**src/rtl/cronometru_wb_slave.sv**
```systemverilog
// rtl/cronometru_wb_slave.sv - Wishbone stopwatch: centiseconds/seconds/minutes with lap capture.
module cronometru_wb_slave #(
    parameter int ADDR_WIDTH = 10,
    parameter int DATA_WIDTH = 8,
    parameter int TICK_DIV   = 100000
) (
    input  logic                  clk,
    input  logic                  rst_n,
    input  logic                  wb_cyc_i,
    input  logic                  wb_stb_i,
    input  logic                  wb_we_i,
    input  logic [ADDR_WIDTH-1:0] wb_adr_i,
    input  logic [DATA_WIDTH-1:0] wb_dat_i,
    output logic [DATA_WIDTH-1:0] wb_dat_o,
    output logic                  wb_ack_o
);

    localparam int PW = (TICK_DIV > 2) ? $clog2(TICK_DIV) : 1;
    localparam logic [PW-1:0] PRESC_MAX = PW'(TICK_DIV - 1);

    localparam logic [ADDR_WIDTH-1:0] A_CTRL    = ADDR_WIDTH'(0);
    localparam logic [ADDR_WIDTH-1:0] A_STATUS  = ADDR_WIDTH'(1);
    localparam logic [ADDR_WIDTH-1:0] A_CS      = ADDR_WIDTH'(2);
    localparam logic [ADDR_WIDTH-1:0] A_SEC     = ADDR_WIDTH'(3);
    localparam logic [ADDR_WIDTH-1:0] A_MIN     = ADDR_WIDTH'(4);
    localparam logic [ADDR_WIDTH-1:0] A_LAP_CS  = ADDR_WIDTH'(5);
    localparam logic [ADDR_WIDTH-1:0] A_LAP_SEC = ADDR_WIDTH'(6);
    localparam logic [ADDR_WIDTH-1:0] A_LAP_MIN = ADDR_WIDTH'(7);

    logic                  ack_q, ack_d;
    logic [DATA_WIDTH-1:0] dat_q, dat_d;
    logic                  run_q, run_d;
    logic                  ovf_q, ovf_d;
    logic [PW-1:0]         presc_q, presc_d;
    logic [6:0]            cs_q, cs_d;
    logic [5:0]            sec_q, sec_d;
    logic [5:0]            min_q, min_d;
    logic [6:0]            lap_cs_q, lap_cs_d;
    logic [5:0]            lap_sec_q, lap_sec_d;
    logic [5:0]            lap_min_q, lap_min_d;
    logic [5:0]            sec_sh_q, sec_sh_d;
    logic [5:0]            min_sh_q, min_sh_d;

    logic       access, wr, rd, tick;
    logic [7:0] wd;
    logic [7:0] rdata;
    logic [6:0] cs_load;
    logic [5:0] sm_load;

    always_comb begin
        access  = wb_cyc_i & wb_stb_i & ~ack_q;
        wr      = access & wb_we_i;
        rd      = access & ~wb_we_i;
        wd      = wb_dat_i[7:0];
        tick    = run_q && (presc_q == PRESC_MAX);
        cs_load = (wd > 8'd99) ? 7'd0 : wd[6:0];
        sm_load = (wd > 8'd59) ? 6'd0 : wd[5:0];

        ack_d     = access;
        dat_d     = dat_q;
        run_d     = run_q;
        ovf_d     = ovf_q;
        presc_d   = presc_q;
        cs_d      = cs_q;
        sec_d     = sec_q;
        min_d     = min_q;
        lap_cs_d  = lap_cs_q;
        lap_sec_d = lap_sec_q;
        lap_min_d = lap_min_q;
        sec_sh_d  = sec_sh_q;
        min_sh_d  = min_sh_q;

        rdata = 8'h00;
        case (wb_adr_i)
            A_CTRL:    rdata = {7'b0, run_q};
            A_STATUS:  rdata = {6'b0, ovf_q, run_q};
            A_CS:      rdata = {1'b0, cs_q};
            A_SEC:     rdata = {2'b0, sec_sh_q};
            A_MIN:     rdata = {2'b0, min_sh_q};
            A_LAP_CS:  rdata = {1'b0, lap_cs_q};
            A_LAP_SEC: rdata = {2'b0, lap_sec_q};
            A_LAP_MIN: rdata = {2'b0, lap_min_q};
            default:   rdata = 8'h00;
        endcase

        if (access) begin
            dat_d = '0;
            if (rd) begin
                dat_d[7:0] = rdata;
            end
        end

        // A CS read freezes SEC/MIN so a CS,SEC,MIN read sequence is coherent.
        if (rd && wb_adr_i == A_CS) begin
            sec_sh_d = sec_q;
            min_sh_d = min_q;
        end

        // OVF clear is applied before the tick so a coincident rollover wins.
        if (wr && wb_adr_i == A_STATUS && wd[1]) begin
            ovf_d = 1'b0;
        end

        if (run_q) begin
            presc_d = tick ? '0 : presc_q + PW'(1);
        end

        if (tick) begin
            if (cs_q == 7'd99) begin
                cs_d = 7'd0;
                if (sec_q == 6'd59) begin
                    sec_d = 6'd0;
                    if (min_q == 6'd59) begin
                        min_d = 6'd0;
                        ovf_d = 1'b1;
                    end else begin
                        min_d = min_q + 6'd1;
                    end
                end else begin
                    sec_d = sec_q + 6'd1;
                end
            end else begin
                cs_d = cs_q + 7'd1;
            end
        end

        if (wr && !run_q) begin
            if (wb_adr_i == A_CS)  cs_d  = cs_load;
            if (wb_adr_i == A_SEC) sec_d = sm_load;
            if (wb_adr_i == A_MIN) min_d = sm_load;
        end

        if (wr && wb_adr_i == A_CTRL) begin
            run_d = wd[0];
            // Lap samples the pre-tick, pre-clear time.
            if (wd[2]) begin
                lap_cs_d  = cs_q;
                lap_sec_d = sec_q;
                lap_min_d = min_q;
            end
            if (wd[1]) begin
                presc_d = '0;
                cs_d    = 7'd0;
                sec_d   = 6'd0;
                min_d   = 6'd0;
                ovf_d   = 1'b0;
            end
        end
    end

    always_ff @(posedge clk or negedge rst_n) begin
        if (!rst_n) begin
            ack_q     <= 1'b0;
            dat_q     <= '0;
            run_q     <= 1'b0;
            ovf_q     <= 1'b0;
            presc_q   <= '0;
            cs_q      <= '0;
            sec_q     <= '0;
            min_q     <= '0;
            lap_cs_q  <= '0;
            lap_sec_q <= '0;
            lap_min_q <= '0;
            sec_sh_q  <= '0;
            min_sh_q  <= '0;
        end else begin
            ack_q     <= ack_d;
            dat_q     <= dat_d;
            run_q     <= run_d;
            ovf_q     <= ovf_d;
            presc_q   <= presc_d;
            cs_q      <= cs_d;
            sec_q     <= sec_d;
            min_q     <= min_d;
            lap_cs_q  <= lap_cs_d;
            lap_sec_q <= lap_sec_d;
            lap_min_q <= lap_min_d;
            sec_sh_q  <= sec_sh_d;
            min_sh_q  <= min_sh_d;
        end
    end

    assign wb_ack_o = ack_q;
    assign wb_dat_o = dat_q;

endmodule

```
**config.mk**
```make
export PLATFORM = sky130hd
export DESIGN_NAME = cronometru_wb_slave
export DESIGN_NICKNAME = d
export VERILOG_FILES = /design/src/rtl/cronometru_wb_slave.sv
export SDC_FILE = /design/constraint.sdc
export NUM_CORES = 1
export LEC_CHECK = 0
export ABC_AREA = 1
export ABC_CLOCK_PERIOD_IN_PS = 2100
export BUFFER_PORTS_ARGS = -buffer_cell sky130_fd_sc_hd__clkbuf_2
export CAP_MARGIN = 20
export CORE_ASPECT_RATIO = 1.75
export CORE_UTILIZATION = 36
export CTS_CLUSTER_SIZE = 24
export DETAILED_ROUTE_END_ITERATION = 8
export PLACE_DENSITY = 0.54
export SLEW_MARGIN = 20
export SYNTH_ARGS = -nofsm -noshare
export SYNTH_HDL_FRONTEND = slang
export SYNTH_SLANG_ARGS = --single-unit
```
**constraint.sdc**
```tcl
create_clock -name clk -period 2.1 [get_ports clk]
set_input_delay 0.21 -clock clk [delete_from_list [all_inputs] [get_ports clk]]
set_output_delay 0.21 -clock clk [all_outputs]
set_load 0.005 [all_outputs]
```
==> run metrics <==
status=finished clean; reg-to-reg endpoint=sec_q[3]$_DFF_PN0_; core footprint=12400 um2; CP Launch Type=register; worst endpoint data arrival time=2150 ps; CTS root buf=clkbuf_16; Seq/Total Area, Yosys=42.3%; row count=54; R2R depth=9; area of the mapped netlist=4550 um2; post-cts sizing count=0; final worst slack=160 ps; ys flop type=dfrtp_1; fmax=0.516 GHz; setup total negative slack=0 ps; WS Path Type=register to register; hold path endpoint=wb_ack_o$_DFF_PN0_; Crit path required time=2310 ps; Netlist cell types=46; die width=87.0 um; Peak VDD IR=0.426 mV; total power=3.46 mW; HPWL after detailed placement=9880 um; Syn Nets=628; WHS Path Cells=3; Worst Path Max Fanout=10; I/O Buffers=30; total global-route track usage=20.5%; Placed Instances=795; Initial Util=36.6%; I/O pins=32; Mapped Cells=601; Net Sw Frac=25.6%; area delta synth->final=14.5%; clk sinks=77; die area=13100 um2; clock latency on the worst-skew pair=330 ps; Vias=4071; CTS tree=done; antenna diode count=0; Pint=2.58 mW; RePlAce Congestion=0.923; max-cap violations=0; Worst R2R Setup Slack=160 ps; DRC=0; Vias per Instance=5.01; Routed Antenna Nets=0; number of synthesized flops with an enable pin=0; pre-CTS setup slack=66.8 ps; layout cells sized above 1=17.5%; average wire per standard cell=15.5 um; Leak=2.62 nW; Hold Startpoint=wb_stb_i; nature of the critical path endpoint=register; mean post-synth cell area=7.58 um2; number of global-route vias before repair=4072; initial antenna violation count=0; asr flop ratio synth=100%; Setup violations, final=0; WL final=12600 um; Final Util=41.9%; Fin Clk Skew=4.83 ps; FF+latch count, synth=77; Power Dens Cells=664 nW/um2; final period utilization=92.4%; RSZ-0062 raised after global routing=no; Hold Path Class=input port to register; CTS Buf Count=9; H-tree depth=3; Final Max Slew Viols=0; first-pass GRT wire length=19900 um; First-pass DRT Iterations=4; Switching Power=0.885 mW; Clk pwr share=43.4%; Critical R2R Launch=cs_q[2]$_DFF_PN0_; clock slew at reported path FFs=60 ps; pin count of the biggest net entering global routing=49; fin crit period=1940 ps; final hold vios=0; DIE HEIGHT=151 um; CTS max path bufs=2; sequential share of power=47.1%; Post-layout nets=668; fin cells=813; Comb power frac=9.5%; 1st-iter DRT viols=184; synth warn=0; grt total ovfl=0
[flip-flops by register name (all words and copies together) (netlist names), 7 cells and up]
signal / flops
presc_q: 17
cs_q: 7
lap_cs_q: 7
wb_dat_o: 7
[layout make-up]
cell class / instances / area, um2
Fill cell: 1323 / 7220
Sequential cell: 77 / 1930
Tap cell: 168 / 210
Inverter: 78 / 300
Clock buffer: 10 / 229
Clock inverter: 5 / 52.6
Timing Repair Buffer: 41 / 250
Multi-Input combinational cell: 434 / 2240
[metrics by stage]
stage	area, um2	hold WS (ps)
3_5_place_dp	4910	179
6_report	5210	108
5_1_grt	5210	133
4_1_cts	5200	99.4
2_1_floorplan	4550	-85.6
3_3_place_gp	4910	174
[per-layer routing]
layer	routed length, um	track usage (%)
met5	0	0
met1	4790	20.7
met3	373	3.11
met2	6710	37.8
met4	728	14.0
[layout by cell type (no fill, tap or decap), drive strengths merged, types with 7 or more instances in the layout]
master and n:
dfrtp 77, xor2 7, clkbuf 39, buf 11, nand3 58, nor2 74, o21ai 61, inv 76
a21oi 19, nor3 13, nand4 10, nand2 166
[what timing repair did]
action                                 CTS  global route
endpoints found under the hold margin   29             0
hold buffers                             1             0
setup buffers                            0             2
setup endpoints to repair                0             5
[cell usage after synthesis, types with 2 or more instances]
cell	number	share of area, %
buf_4	3	0.49
a21oi_1	19	2.1
nand2_4	2	0.49
clkbuf_1	2	0.16
ha_1	4	1.1
a31oi_1	4	0.55
nor2_1	60	4.9
nor3b_1	3	0.49
nand2_2	14	1.9
buf_2	4	0.44
o21a_1	2	0.33
nor3_4	2	0.71
nor2_2	7	0.96
buf_6	3	0.74
nand2_1	150	12
nand3_1	53	5.8
nand3_2	2	0.44
inv_2	5	0.41
o21ai_0	46	5.1
xor2_1	7	1.3
inv_1	70	5.8
dfrtp_1	77	42
nor3_1	10	1.1
o21ai_2	11	2.1
o21ai_1	4	0.44
nand3_4	3	1.2
nor2_4	6	1.5
nand4_1	10	1.4
[worst max path at each step]
| stage | from | to | slack, ps |
|---|---|---|---|
| 6_report | cs_q[2]$_DFF_PN0_ | sec_q[3]$_DFF_PN0_ | 160 |
| 5_1_grt | presc_q[0]$_DFF_PN0_ | presc_q[15]$_DFF_PN0_ | 40 |
| 4_1_cts | cs_q[1]$_DFF_PN0_ | sec_q[3]$_DFF_PN0_ | 60 |
| 3_5_place_dp | cs_q[1]$_DFF_PN0_ | sec_q[3]$_DFF_PN0_ | 70 |
| 3_3_place_gp | cs_q[1]$_DFF_PN0_ | sec_q[3]$_DFF_PN0_ | 80 |
| 2_1_floorplan | cs_q[0]$_DFF_PN0_ | sec_q[3]$_DFF_PN0_ | 530 |
[power by group through the flow]
stage | logic, mW | registers (mW) | clock network [mW]
final | 0.330 | 1.63 | 1.50
after global routing | 0.378 | 1.64 | 1.59
after CTS | 0.338 | 1.63 | 1.53
after detailed placement | 0.335 | 1.65 | 0
after global placement | 0.332 | 1.65 | 0
after floorplan | 0.210 | 1.63 | 0
[worst max-delay path, cell delays in order, from the launching register on]
cell and delay, ps:
dfrtp_1 380, inv_1 240, nand2_1 140, nor3_4 190, buf_4 180, nand3_4 180, clkinv_4 140, nand2_1 150
nand3_1 130, a21oi_1 70
[cells by family (layout without fill, tap and decap cells)]
logic type | after synthesis | count (layout) | synth area share [%]
AOI/OAI and AO/OA | 93 | 93 | 11.8
buffers and inverters | 90 | 134 | 8.43
adders and majority gates | 4 | 4 | 1.10
xor gates and xnor gates | 7 | 7 | 1.35
other | 1 | 1 | 0.0823
DFF | 77 | 77 | 42.3
and+or+nand+nor | 329 | 329 | 35.0
Power figures use the tool's default switching activity.
